--- config.mk ---
export PLATFORM = sky130hd
export DESIGN_NAME = move_cmd_arbiter
export DESIGN_NICKNAME = d
export VERILOG_FILES = /design/src/rtl/game_pkg.sv /design/src/rtl/rise_detect.sv /design/src/rtl/move_cmd_arbiter.sv
export SDC_FILE = /design/constraint.sdc
export NUM_CORES = 1
export LEC_CHECK = 0
export CORE_UTILIZATION = 30
export CTS_BUF_LIST = sky130_fd_sc_hd__clkbuf_8
export DETAILED_ROUTE_END_ITERATION = 10
export GPL_TIMING_DRIVEN = 0
export SLEW_MARGIN = 20
export SYNTH_ARGS = -nofsm -noshare
export SYNTH_HDL_FRONTEND = slang
export SYNTH_SLANG_ARGS = --single-unit
--- constraint.sdc ---
create_clock -name clk -period 1.95 [get_ports clk]
set_clock_uncertainty 0.1 [all_clocks]
set_input_delay 0.2925 -clock clk [delete_from_list [all_inputs] [get_ports clk]]
set_output_delay 0.2925 -clock clk [all_outputs]
set_load 0.05 [all_outputs]
--- src/rtl/game_pkg.sv ---
// ============================================================================
//  Module   : game_pkg
//  Purpose  : Direction and arbiter-state types shared with the board engine.
//  Revision : 1.0 - initial release
// ============================================================================
`default_nettype none

package game_pkg;

    typedef enum logic [1:0] {
        UP    = 2'd0,
        DOWN  = 2'd1,
        LEFT  = 2'd2,
        RIGHT = 2'd3
    } dir_t;

    typedef enum logic [1:0] {
        IDLE      = 2'd0,
        ISSUE     = 2'd1,
        WAIT_DONE = 2'd2,
        RELEASE   = 2'd3
    } arb_state_t;

    localparam int C_NUM_DIRS = 4;

    // Rise vector is indexed by direction code; lowest code wins.
    function automatic dir_t pick_dir(input logic [C_NUM_DIRS-1:0] rise);
        dir_t dir;
        if (rise[0])      dir = UP;
        else if (rise[1]) dir = DOWN;
        else if (rise[2]) dir = LEFT;
        else if (rise[3]) dir = RIGHT;
        else              dir = UP;
        return dir;
    endfunction

endpackage

`default_nettype wire

--- src/rtl/rise_detect.sv ---
// ============================================================================
//  Module   : rise_detect
//  Purpose  : Per-bit rising-edge detector; history resets to ones so a level
//             held through reset is never reported as a rise.
//  Revision : 1.0 - initial release
// ============================================================================
`default_nettype none

module rise_detect #(
    parameter int W = 4
) (
    input  logic         clk,
    input  logic         rst_n,
    input  logic [W-1:0] lvl_i,
    output logic [W-1:0] rise_o
);

    logic [W-1:0] prev_q;

    always_ff @(posedge clk or negedge rst_n) begin
        if (!rst_n) prev_q <= '1;
        else        prev_q <= lvl_i;
    end

    assign rise_o = lvl_i & ~prev_q;

endmodule

`default_nettype wire

--- src/rtl/move_cmd_arbiter.sv ---
// ============================================================================
//  Module   : move_cmd_arbiter
//  Purpose  : Converts debounced direction levels into single move commands
//             with valid/ready issue, done wait, timeout and release holdoff.
//             Optional auto-repeat is built when MOVE_AUTOREPEAT_EN is defined.
//  Revision : 1.0 - initial release
// ============================================================================
`default_nettype none

module move_cmd_arbiter
    import game_pkg::*;
#(
    parameter int HOLDOFF_CYC = 1000,
    parameter int TIMEOUT_CYC = 65535
`ifdef MOVE_AUTOREPEAT_EN
    ,
    parameter int REPEAT_CYC  = 25000000
`endif
) (
    input  logic       clk,
    input  logic       rst_n,
    input  logic       en,
    input  logic       r,
    input  logic       l,
    input  logic       u,
    input  logic       d,
    output logic       mv_valid,
    input  logic       mv_ready,
    output logic [1:0] mv_dir,
    input  logic       mv_done,
    output logic       busy,
    output logic       timeout_err,
    output logic [7:0] drop_cnt
);

    localparam int TW = $clog2(TIMEOUT_CYC + 1);
    localparam int HW = $clog2(HOLDOFF_CYC + 1);

    logic [3:0]  lvl;
    logic [3:0]  rise;
    arb_state_t  state_q, state_d;
    dir_t        dir_q, dir_d;
    logic [TW-1:0] timer_q, timer_d;
    logic [HW-1:0] hold_q, hold_d;
    logic [7:0]  drop_q, drop_d;
    logic        terr_q, terr_d;

    // Bit index equals direction code.
    assign lvl = {r, l, d, u};

    rise_detect #(.W(4)) u_rise (
        .clk    (clk),
        .rst_n  (rst_n),
        .lvl_i  (lvl),
        .rise_o (rise)
    );

`ifdef MOVE_AUTOREPEAT_EN
    localparam int RW = $clog2(REPEAT_CYC + 1);
    logic [RW-1:0] rep_q, rep_d;

    always_ff @(posedge clk or negedge rst_n) begin
        if (!rst_n) rep_q <= '0;
        else        rep_q <= rep_d;
    end
`endif

    always_ff @(posedge clk or negedge rst_n) begin
        if (!rst_n) begin
            state_q <= IDLE;
            dir_q   <= UP;
            timer_q <= '0;
            hold_q  <= '0;
            drop_q  <= '0;
            terr_q  <= 1'b0;
        end else begin
            state_q <= state_d;
            dir_q   <= dir_d;
            timer_q <= timer_d;
            hold_q  <= hold_d;
            drop_q  <= drop_d;
            terr_q  <= terr_d;
        end
    end

    always_comb begin
        state_d = state_q;
        dir_d   = dir_q;
        timer_d = timer_q;
        hold_d  = hold_q;
        drop_d  = drop_q;
        terr_d  = terr_q;
`ifdef MOVE_AUTOREPEAT_EN
        rep_d   = '0;
`endif
        case (state_q)
            IDLE: begin
                if (en && (|rise)) begin
                    dir_d   = pick_dir(rise);
                    state_d = ISSUE;
                end
            end
            ISSUE: begin
                if (mv_ready) begin
                    state_d = WAIT_DONE;
                    timer_d = '0;
                end
            end
            WAIT_DONE: begin
                if (mv_done) begin
                    state_d = RELEASE;
                    hold_d  = '0;
                end else if (timer_q == TW'(TIMEOUT_CYC - 1)) begin
                    terr_d  = 1'b1;
                    state_d = RELEASE;
                    hold_d  = '0;
                end else begin
                    timer_d = timer_q + 1'b1;
                end
            end
            RELEASE: begin
                if (|lvl) begin
                    hold_d = '0;
                end else if (hold_q == HW'(HOLDOFF_CYC - 1)) begin
                    state_d = IDLE;
                end else begin
                    hold_d = hold_q + 1'b1;
                end
`ifdef MOVE_AUTOREPEAT_EN
                // Only the latched direction, alone, keeps the repeat timer running.
                if (en && (lvl == (4'b0001 << dir_q))) begin
                    if (rep_q == RW'(REPEAT_CYC - 1)) begin
                        state_d = ISSUE;
                    end else begin
                        rep_d = rep_q + 1'b1;
                    end
                end
`endif
            end
            default: state_d = IDLE;
        endcase

        if ((state_q != IDLE) && (|rise) && (drop_q != 8'hFF)) begin
            drop_d = drop_q + 1'b1;
        end
    end

    assign mv_valid    = (state_q == ISSUE);
    assign mv_dir      = dir_q;
    assign busy        = (state_q != IDLE);
    assign timeout_err = terr_q;
    assign drop_cnt    = drop_q;

endmodule

`default_nettype wire
==> qor.txt, run 1 <==
First-pass GRT wire length = 10000 microns
Synth Warn # = 0
Nature of the critical path startpoint = flop
HPWL after DPL = 3730 microns
Slowest cell on crit path = o41ai_4
Synth Cell Area = 2390 sq um
Critical path class = reg2reg
Share of cells above drive strength 1 = 29.2%
DIE HEIGHT = 91.3 microns
Flop-to-flop setup slack = -130 ps
Synthesized area per cell = 9.65 sq um
Slowest stage delay, CP = 450 ps
CP Cell Sequence = inv_2 -> ha_4 -> nand4_1 -> o41ai_4 -> o211ai_1 -> buf_4 -> o21bai_1 -> o2bb2ai_1
Vias per cell = 5.40
Main combinational cell family by area after synthesis = simple AND/OR/NAND/NOR gates
Slew Limit Fails = 0
#FFs+latches synth = 43
Fmax achieved = 0.480 GHz
Clock Tree Buf Depth = 2
Via count = 2160
Number of remaining DRC errors = 0
Worst skew pair latency = 300 ps
Synthesized Nets = 265
Post-synthesis xor/xnor area fraction = 2.56%
Rel. slew slack = 64.4%
Initial core utilization = 31.0%
MaxCap Viol Count = 0
Initial drt markers = 112
Post-route setup slack = -132 ps
Unrepaired setup endpoints after global routing = yes
CTS buffer count = 5
Clock root buffer = clkbuf_8
Tightest Pin Transition = 534 ps
Port bufs = 20
Initial antenna violation count = 0
Adder-Cell Fraction of Synth Area = 4.18%
Min-delay worst type = in2reg
GRT Total Usage = 15.0%
WL/cell = 14.7 microns
Min cycle time layout = 2080 ps
Synth Flop Type = dfrtp_1
Compound-cell area share of the yosys netlist = 21.0%
Dpl ws = -661 ps
Highest ir drop seen on vdd = 492 uV
Final hold vios = 0
CTS tree = done
Required time worst endpoint = 2030 ps
Area Overhead vs Synth = 34.9%
Fin crit share = 107%
Core Region = 7730 sq um
Die ar. = 8340 sq um
Detailed Routing Iterations Pass 1 = 4
Antenna Nets Post-Route = 0
Area after DPL = 2760 sq um
Reg clk slew, reported paths = 90 ps
CTS sink count = 43
Design Area, Final = 3230 sq um
Post-Route Utilization = 41.8%
H-Tree Depth = 2
Ys async rst share = 100%
Post-synth EDFFs = 0
Status = complete, but fails checks
Max FO, Critical Path = 9
Row count = 32
Final net count = 314
PD cells = 1220 nW/um^2
CP endpoint kind = flop
Die width = 91.3 microns
Mux share of post-synthesis cell area = 1.10%
Diode count = 0
Post-synthesis instance total = 248
Unique masters post-synth = 47
Failing checks = negative setup slack
Overflow after GRT = 0
Post-Route WL = 5900 microns
Largest net degree at the start of global routing = 32
# setup viols final = 24
Simple-gate share of the synthesized area = 23.5%
Critical Path AT = 2160 ps
Vias in the first global route = 2077
I/O pin cnt = 22
Post-synthesis sequential area ratio = 45.2%
Final RePlAce weighted congestion = 0.845
Leakage = 0.00129 uW
[metal layers]
metal	track usage (%)	wire [microns]
met1	19.9	2640
met2	24.3	2930
met3	2.85	251
met4	5.29	79
met5	0	0
[through the flow]
stage                     hold slack, ps  instances  total power (uW)  setup TNS (ps)
after detailed placement             116        371              2970          -13200
after CTS                            158        399              3820           -1890
after floorplan                     -103        248              2460            -552
final                                166        400              3930           -1940
after global placement               343        370              2960          -40940
after global routing                 161        400              4160           -4610
[power breakdown]
| part | switching [uW] | total, uW | internal [uW] |
|---|---|---|---|
| registers | 179 | 1240 | 1060 |
| clock network | 327 | 573 | 246 |
| logic | 1250 | 2110 | 863 |
| total | 1760 | 3930 | 2170 |
[final cells by class]
class	instances	area [sq um]
plain buffers	6	43.8
clock buffers	5	68.8
clock inverters	3	15.0
fillers	728	4500
inverters	8	30.0
multi-input cells	191	1470
flip-flops and latches	43	1090
well taps	102	128
repair buffers	42	388
[critical path, delay by kind of cell (launching register included)]
kind            cells  cell delay, ps
simple gates        1             170
compound gates      4             910
fa+ha+maj           1             110
flops               1             410
buf+inv             2             260
[cell usage after synthesis (2+ instances only)]
library cell	number	area, sq um
nor3_1	2	10.0
o21ai_0	5	25.0
nand4_1	10	62.6
a21oi_1	7	35.0
o41a_1	3	33.8
and3_1	8	50.1
and2_1	5	31.3
dfrtp_1	39	976
nand2_1	18	67.6
o21ai_1	20	100
o31a_1	5	43.8
nand2b_1	4	25.0
o31ai_1	10	75.1
o211ai_1	2	15.0
o41ai_1	2	17.5
clkbuf_1	3	11.3
and4_1	4	35.0
a22oi_1	3	22.5
nor2b_1	7	43.8
nand3b_1	2	15.0
nor2_1	13	48.8
nor4_1	4	25.0
ha_1	8	100
o22a_1	2	17.5
a31oi_1	4	25.0
xnor2_1	6	52.6
buf_2	2	10.0
o21bai_1	2	15.0
inv_1	8	30.0
dfstp_2	4	105
a21o_1	2	15.0
or4_1	4	30.0
nand3_1	16	80.1
[cell usage in the layout, fill, tap and decap left out, types with 4 or more instances in the layout]
master,instances
o31a_1,5
nand2b_1,4
nand3_1,14
dlygate4sd2_1,7
and3_1,8
clkdlybuf4s50_1,9
o21ai_0,4
xnor2_1,6
nor2_1,13
clkbuf_8,5
dfrtp_1,33
buf_6,8
nor2b_1,5
o31ai_1,10
and4_1,4
o21ai_1,19
nand4_1,10
nand2_1,15
buf_4,15
a21oi_2,7
dfstp_2,4
inv_1,6
and2_1,5
dfrtp_2,6
[registers in the layout, summed over array words and instances, names as in the netlist]
signal,cells
timer_q,16
hold_q,10
drop_cnt,8
u_rise.prev_q,4
mv_dir,2
state_q,2
timeout_err,1
[cells by family after synthesis]
group,after synthesis
xor+xnor,7
compound gates,72
mux,2
buf+inv,14
simple gates,102
fa+ha+maj,8
flops,43
[path summary, 6_finish.rpt]
check	from	endpoint	depth (start not counted)
max in group asynchronous	rst_n	u_rise.prev_q[2]$_DFF_PN1_	3
worst max-delay path	timer_q[0]$_DFFE_PN0P_	hold_q[4]$_DFFE_PN0P_	8
worst min-delay path	d	u_rise.prev_q[1]$_DFF_PN1_	1
min in group asynchronous	rst_n	timeout_err$_DFFE_PN0P_	2
worst min register to register	timeout_err$_DFFE_PN0P_	timeout_err$_DFFE_PN0P_	1
worst max register to register	timer_q[0]$_DFFE_PN0P_	hold_q[4]$_DFFE_PN0P_	8
[repair_timing]
action	4_1_cts	5_1_grt
endpoints found under the hold margin	12	0
gates cloned	1	0
hold buffers	1	0
endpoints found under the setup margin	34	31
resized for setup	54	22
pin swaps	23	8
buffers inserted	18	1
No activity file was read; power rests on OpenSTA's default activity.
==> run 2, diff against run 1 <==
--- a/config.mk
+++ b/config.mk
@@ -9,6 +9,7 @@
 export CTS_BUF_LIST = sky130_fd_sc_hd__clkbuf_8
 export DETAILED_ROUTE_END_ITERATION = 10
 export GPL_TIMING_DRIVEN = 0
+export PLACE_DENSITY_LB_ADDON = 0.12
 export SLEW_MARGIN = 20
 export SYNTH_ARGS = -nofsm -noshare
 export SYNTH_HDL_FRONTEND = slang
==> run 2 against run 1 <==
The run still ends with negative setup slack left. Cell count rose by 2.0%. Hold slack worse by 160 ps. Clock-buffer cell count unchanged. Sequential cell count stayed put. Final area is 2.7% higher. Register-to-register slack is essentially flat. Core utilization increased by 1.1 points. Total power rose by 4.5%. Global-route usage is 0.68 points higher. Fmax is 0.42% higher. Critical path type unchanged. Critical endpoint unchanged.
==> qor.txt, run 2 (synthesized netlist as in run 1, its figures left out) <==
Status = complete, but fails checks
Failing checks = negative setup slack
Unrepaired setup endpoints after global routing = yes
Number of remaining DRC errors = 0
Most numerous cell on the critical path = buf_4
Post-Route Utilization = 42.9%
Vias in the first global route = 2240
Nature of the critical path startpoint = flop
Area occupied by registers = 1090 sq um
GRT Total Usage = 15.6%
PD cells = 1240 nW/um^2
HPWL after DPL = 3920 microns
FILL cells = 754
# setup viols final = 24
Final RePlAce weighted congestion = 0.741
Most common cell after layout, fill and taps aside = dfrtp_1
Post-Layout Cell Count = 408
Leakage = 0.00134 uW
CTS tree = done
Post-route setup slack = -123 ps
Via count = 2108
Area after DPL = 2760 sq um
Worst skew pair latency = 290 ps
Critical path class = reg2reg
Diode count = 0
Share of cells above drive strength 1 = 34.0%
Critical Path AT = 2160 ps
Fin crit share = 106%
Dpl cells = 371
H-Tree Depth = 2
Reg clk slew, reported paths = 90 ps
Overflow after GRT = 0
Fmax achieved = 0.482 GHz
Most frequent cells in the layout = 31 x dfrtp_1, 24 x buf_4, 15 x nand2_1, 15 x o21ai_1, 14 x nand3_1
Reg-to-Reg Start = timer_q[11]$_DFFE_PN0P_
Initial drt markers = 74
Hold wc startpoint = r
Final hold vios = 0
Max FO, Critical Path = 9
Min Hold Slack = 9.80 ps
Slew Limit Fails = 0
Antenna Nets Post-Route = 0
Core Region = 7730 sq um
Final net count = 322
WL/cell = 14.7 microns
MaxCap Viol Count = 0
Rel. slew slack = 65.9%
Slowest cell on crit path = o41ai_4
I/O pin cnt = 22
Tightest Pin Transition = 511 ps
Max FFs per register = 16
Post-Route WL = 5990 microns
Min cycle time layout = 2070 ps
Clock root buffer = clkbuf_8
First-pass GRT wire length = 10500 microns
Design Area, Final = 3320 sq um
CTS buffer count = 5
CTS sink count = 43
DIE HEIGHT = 91.3 microns
Die ar. = 8340 sq um
Highest ir drop seen on vdd = 506 uV
Required time worst endpoint = 2040 ps
CP endpoint kind = flop
Area of the multi-input gates = 1510 sq um
Slowest stage delay, CP = 470 ps
Initial antenna violation count = 0
Die width = 91.3 microns
Largest net degree at the start of global routing = 24
Min-delay worst type = in2reg
Clock Tree Buf Depth = 2
Port bufs = 20
Initial core utilization = 31.0%
Top reg by flops = timer_q
Row count = 32
Vias per cell = 5.17
CP Cell Sequence = nand4_1 -> buf_4 -> o41ai_4 -> o211ai_1 -> buf_4 -> o21bai_1 -> o2bb2ai_1
Setup TNS Final = -1570 ps
Area Overhead vs Synth = 38.5%
Detailed Routing Iterations Pass 1 = 4
Worst setup path startpoint = timer_q[11]$_DFFE_PN0P_
==> run 2: cell types whose count changed in the layout (fill, tap and decap cells not counted), moves of 3 or more <==
cell	before	now
dlygate4sd2_1	7	2
o21ai_1	19	15
clkbuf_2	1	5
o31ai_1	10	7
o31ai_2	0	3
a21oi_2	7	4
buf_4	15	24
==> run 2: metal layers <==
layer	track usage [%]	wire length [microns]
met1	21.0	2980
met2	25.5	2840
met3	2.85	133
met4	4.89	38
met5	0	0
==> run 2: repair_timing <==
action                     in CTS  in global routing
hold endpoints to repair       20                  0
cloned                          1                  0
hold buffers                    1                  0
setup endpoints to repair      36                 32
setup buffers                  17                 11
pin swaps                      20                 14
gates resized for setup        56                 37
==> run 2: per-stage QoR <==
stage	total power, uW	setup WS, ps
global route	4360	-232
global placement	2990	-799
CTS	3970	-224
detailed placement	2990	-670
floorplan	2460	-57.8
finish	4100	-123
==> run 2: layout make-up <==
| cell class | count | area share [%] |
|---|---|---|
| Sequential cell | 43 | 32.9 |
| Buffer | 6 | 1.32 |
| Clock inverter | 3 | 0.491 |
| Timing Repair Buffer | 50 | 13.0 |
| Multi-Input combinational cell | 191 | 45.4 |
| Tap cell | 102 | 3.85 |
| Inverter | 8 | 0.906 |
| Clock buffer | 5 | 2.08 |
==> run 2: path summary, 6_finish.rpt <==
path / to / slack [ps] / cells after the start
worst min register to register: timeout_err$_DFFE_PN0P_ / 360 / 1
worst min-delay path: u_rise.prev_q[3]$_DFF_PN1_ / 10 / 1
max in group asynchronous: u_rise.prev_q[1]$_DFF_PN1_ / 770 / 3
worst max-delay path: hold_q[4]$_DFFE_PN0P_ / -120 / 7
min in group asynchronous: timer_q[4]$_DFFE_PN0P_ / 400 / 2
worst max register to register: hold_q[4]$_DFFE_PN0P_ / -120 / 7
==> run 2: where the power goes <==
| group | internal, uW | switching [uW] |
|---|---|---|
| Clock | 246 | 319 |
| Sequential | 1060 | 183 |
| Combinational | 992 | 1300 |
| Total | 2300 | 1800 |
==> run 2: worst max-delay path, delay by kind of cell (launching register included) <==
| kind | cells | cell delay (ps) |
|---|---|---|
| AOI/OAI and AO/OA | 4 | 930 |
| buffers and inverters | 2 | 390 |
| DFF | 1 | 420 |
| and+or+nand+nor | 1 | 130 |
==> run 3, diff against run 2 <==
--- a/config.mk
+++ b/config.mk
@@ -10,7 +10,7 @@
 export DETAILED_ROUTE_END_ITERATION = 10
 export GPL_TIMING_DRIVEN = 0
 export PLACE_DENSITY_LB_ADDON = 0.12
-export SLEW_MARGIN = 20
 export SYNTH_ARGS = -nofsm -noshare
 export SYNTH_HDL_FRONTEND = slang
+export SYNTH_HIERARCHICAL = 1
 export SYNTH_SLANG_ARGS = --single-unit
==> run 3 against run 2 <==
Core utilization up 0.38 points. Die area decreased by 3.4%. Critical path type unchanged. Sequential share of layout area grew 1.4 points. Register-to-register slack worse by 120 ps. Sequential cell count did not move. The flow still finishes with violations (negative setup slack). Combinational power down 22%. Highest routed layer unchanged.
==> qor.txt, run 3 <==
Most common cell after layout, fill and taps aside = dfrtp_1
Top reg by flops = timer_q
I/O pin cnt = 22
Cells on worst reg2reg path = 6
Clock Tree Buf Depth = 2
Final net count = 312
CP bufs+invs = 1
Highest ir drop seen on vdd = 907 uV
Post-route setup slack = -248 ps
Vias per cell = 5.19
Setup TNS Final = -3620 ps
HPWL after DPL = 3800 microns
Min Hold Slack = 127 ps
Initial drt markers = 164
GRT Total Usage = 14.9%
Synth area leader = dfrtp_1
Required time worst endpoint = 2040 ps
CTS buffer count = 5
Slowest stage delay, CP = 550 ps
Slowest cell on crit path = or4_4
CTS tree = done
Met3 routed WL = 209 microns
Worst skew pair latency = 300 ps
Post-synthesis instance total = 241
Fmax achieved = 0.455 GHz
Post-synthesis sequential area ratio = 46.8%
Top cells by area, synth = dfrtp_1 42%, dfstp_2 4.5%, nand2_1 4.5%
Antenna Nets Post-Route = 0
Flop-to-flop setup slack = -250 ps
Fin crit share = 113%
Ys async rst share = 100%
H-Tree Depth = 2
Routed met1 length = 2830 microns
Port bufs = 21
Unrepaired setup endpoints after global routing = yes
Min cycle time layout = 2200 ps
Most frequent cells after synthesis = 39 x dfrtp_1, 28 x nand2_1, 21 x nor2_1
Synth Flop Type = dfrtp_1
Nature of the critical path startpoint = flop
Die ar. = 8060 sq um
Clock root buffer = clkbuf_8
Final RePlAce weighted congestion = 0.726
Worst path top cell family by delay = simple AND/OR/NAND/NOR gates
Unique masters post-synth = 48
CP endpoint kind = flop
Met2 Wirelength = 2630 microns
Synthesized area per cell = 9.59 sq um
WL/cell = 14.6 microns
Initial core utilization = 31.5%
PD cells = 1150 nW/um^2
Critical path class = reg2reg
Post-synth EDFFs = 0
Die width = 89.8 microns
CP Cell Sequence = nand4_1 -> or4_4 -> a211o_1 -> or2_0 -> buf_6 -> o41ai_2
Max FO, Critical Path = 8
Most frequent cells in the layout = 34 x dfrtp_1, 25 x nand2_1, 20 x nor2_1, 20 x buf_4, 13 x o21ai_0
Failing checks = negative setup slack
Share of cells above drive strength 1 = 29.7%
Most frequent cell after synthesis = dfrtp_1
Final hold vios = 0
Reg clk slew, reported paths = 90 ps
Design Area, Final = 3170 sq um
Min-delay worst type = in2reg
Detailed Routing Iterations Pass 1 = 4
Synth Warn # = 6
CTS sink count = 43
Area Overhead vs Synth = 37.3%
Largest net degree at the start of global routing = 31
Diode count = 0
First-pass GRT wire length = 9770 microns
Slew Limit Fails = 0
Leakage = 0.00135 uW
Overflow after GRT = 0
Tightest Pin Transition = 642 ps
MaxCap Viol Count = 0
Number of remaining DRC errors = 0
DIE HEIGHT = 89.8 microns
Critical Path AT = 2290 ps
Rel. slew slack = 56.8%
Row count = 31
Via count = 2049
Core Region = 7330 sq um
Post-Route WL = 5760 microns
#FFs+latches synth = 43
Yosys top cell area share = 42.2%
Max FFs per register = 16
Top sig layer = met4
Synth Cell Area = 2310 sq um
Initial antenna violation count = 0
Synthesized Nets = 258
Critical Path Stages = 6
# setup viols final = 21
Area after DPL = 2720 sq um
Vias in the first global route = 1966
Hold depth = 1
Status = complete, but fails checks
run 3: cell count changes after synthesis, sizes merged, moves of 4 or more:
cell / before / now
nand2: 18 / 28
nor2: 13 / 21
a31oi: 4 / 9
o21ai: 25 / 20
o31a: 5 / 0
nand3: 17 / 13
run 3: per-stage QoR:
step | total power (uW) | std cells | worst slack, ps | util [%]
after floorplan | 2270 | 241 | -198 | -
after global placement | 2740 | 361 | -1040 | 36.9
after detailed placement | 2740 | 362 | -799 | 37.1
after CTS | 3510 | 386 | -235 | 40.9
after global routing | 3870 | 395 | -346 | 43.3
final | 3640 | 395 | -248 | 43.3
run 3: worst paths after layout:
path | endpoint | from
setup / recovery | hold_q[6]$_DFFE_PN0P_ | timer_q[7]$_DFFE_PN0P_
hold / removal | u_rise/prev_q[3]$_DFF_PN1_ | r
hold reg to reg | timeout_err$_DFFE_PN0P_ | timeout_err$_DFFE_PN0P_
min in group asynchronous | timer_q[4]$_DFFE_PN0P_ | rst_n
max in group asynchronous | u_rise/prev_q[2]$_DFF_PN1_ | rst_n
setup reg to reg | hold_q[6]$_DFFE_PN0P_ | timer_q[7]$_DFFE_PN0P_
run 3: where the power goes:
part | internal (uW) | switching [uW]
Clock | 319 | 311
Sequential | 1050 | 174
Combinational | 723 | 1070
run 3: area by class of cell:
class | count | area (sq um)
clock buffers | 7 | 96.3
repair buffers | 47 | 423
plain buffers | 3 | 20.0
flip-flops and latches | 43 | 1090
well taps | 99 | 124
clock inverters | 1 | 3.75
multi-input cells | 190 | 1400
fillers | 717 | 4160
inverters | 5 | 18.8
run 3: what timing repair did:
action,4_1_cts,5_1_grt
endpoints found under the setup margin,36,34
hold endpoints to repair,13,0
pin swaps,10,8
gates resized for setup,30,33
hold buffers,1,0
setup buffers,15,9
cloned,0,1
run 3: kinds of logic (layout without fill, tap and decap cells):
logic type               count (synthesis)  in the layout  synth area share, %
AND/OR/NAND/NOR                        108            109                 25.2
multiplexers                             1              1                0.487
XOR/XNOR                                 7              7                 2.65
adder cells (fa/ha/maj)                  8              8                 4.33
AO/OA/AOI/OAI                           65             65                 18.9
flip-flops                              43             43                 46.8
buffers and inverters                    9             63                 1.57
run 3: routing by layer:
metal	global-route usage (%)	vias to the layer above
li1	-	1011
met1	20.4	991
met2	23.7	39
met3	3.30	8
met4	4.51	0
met5	0	-
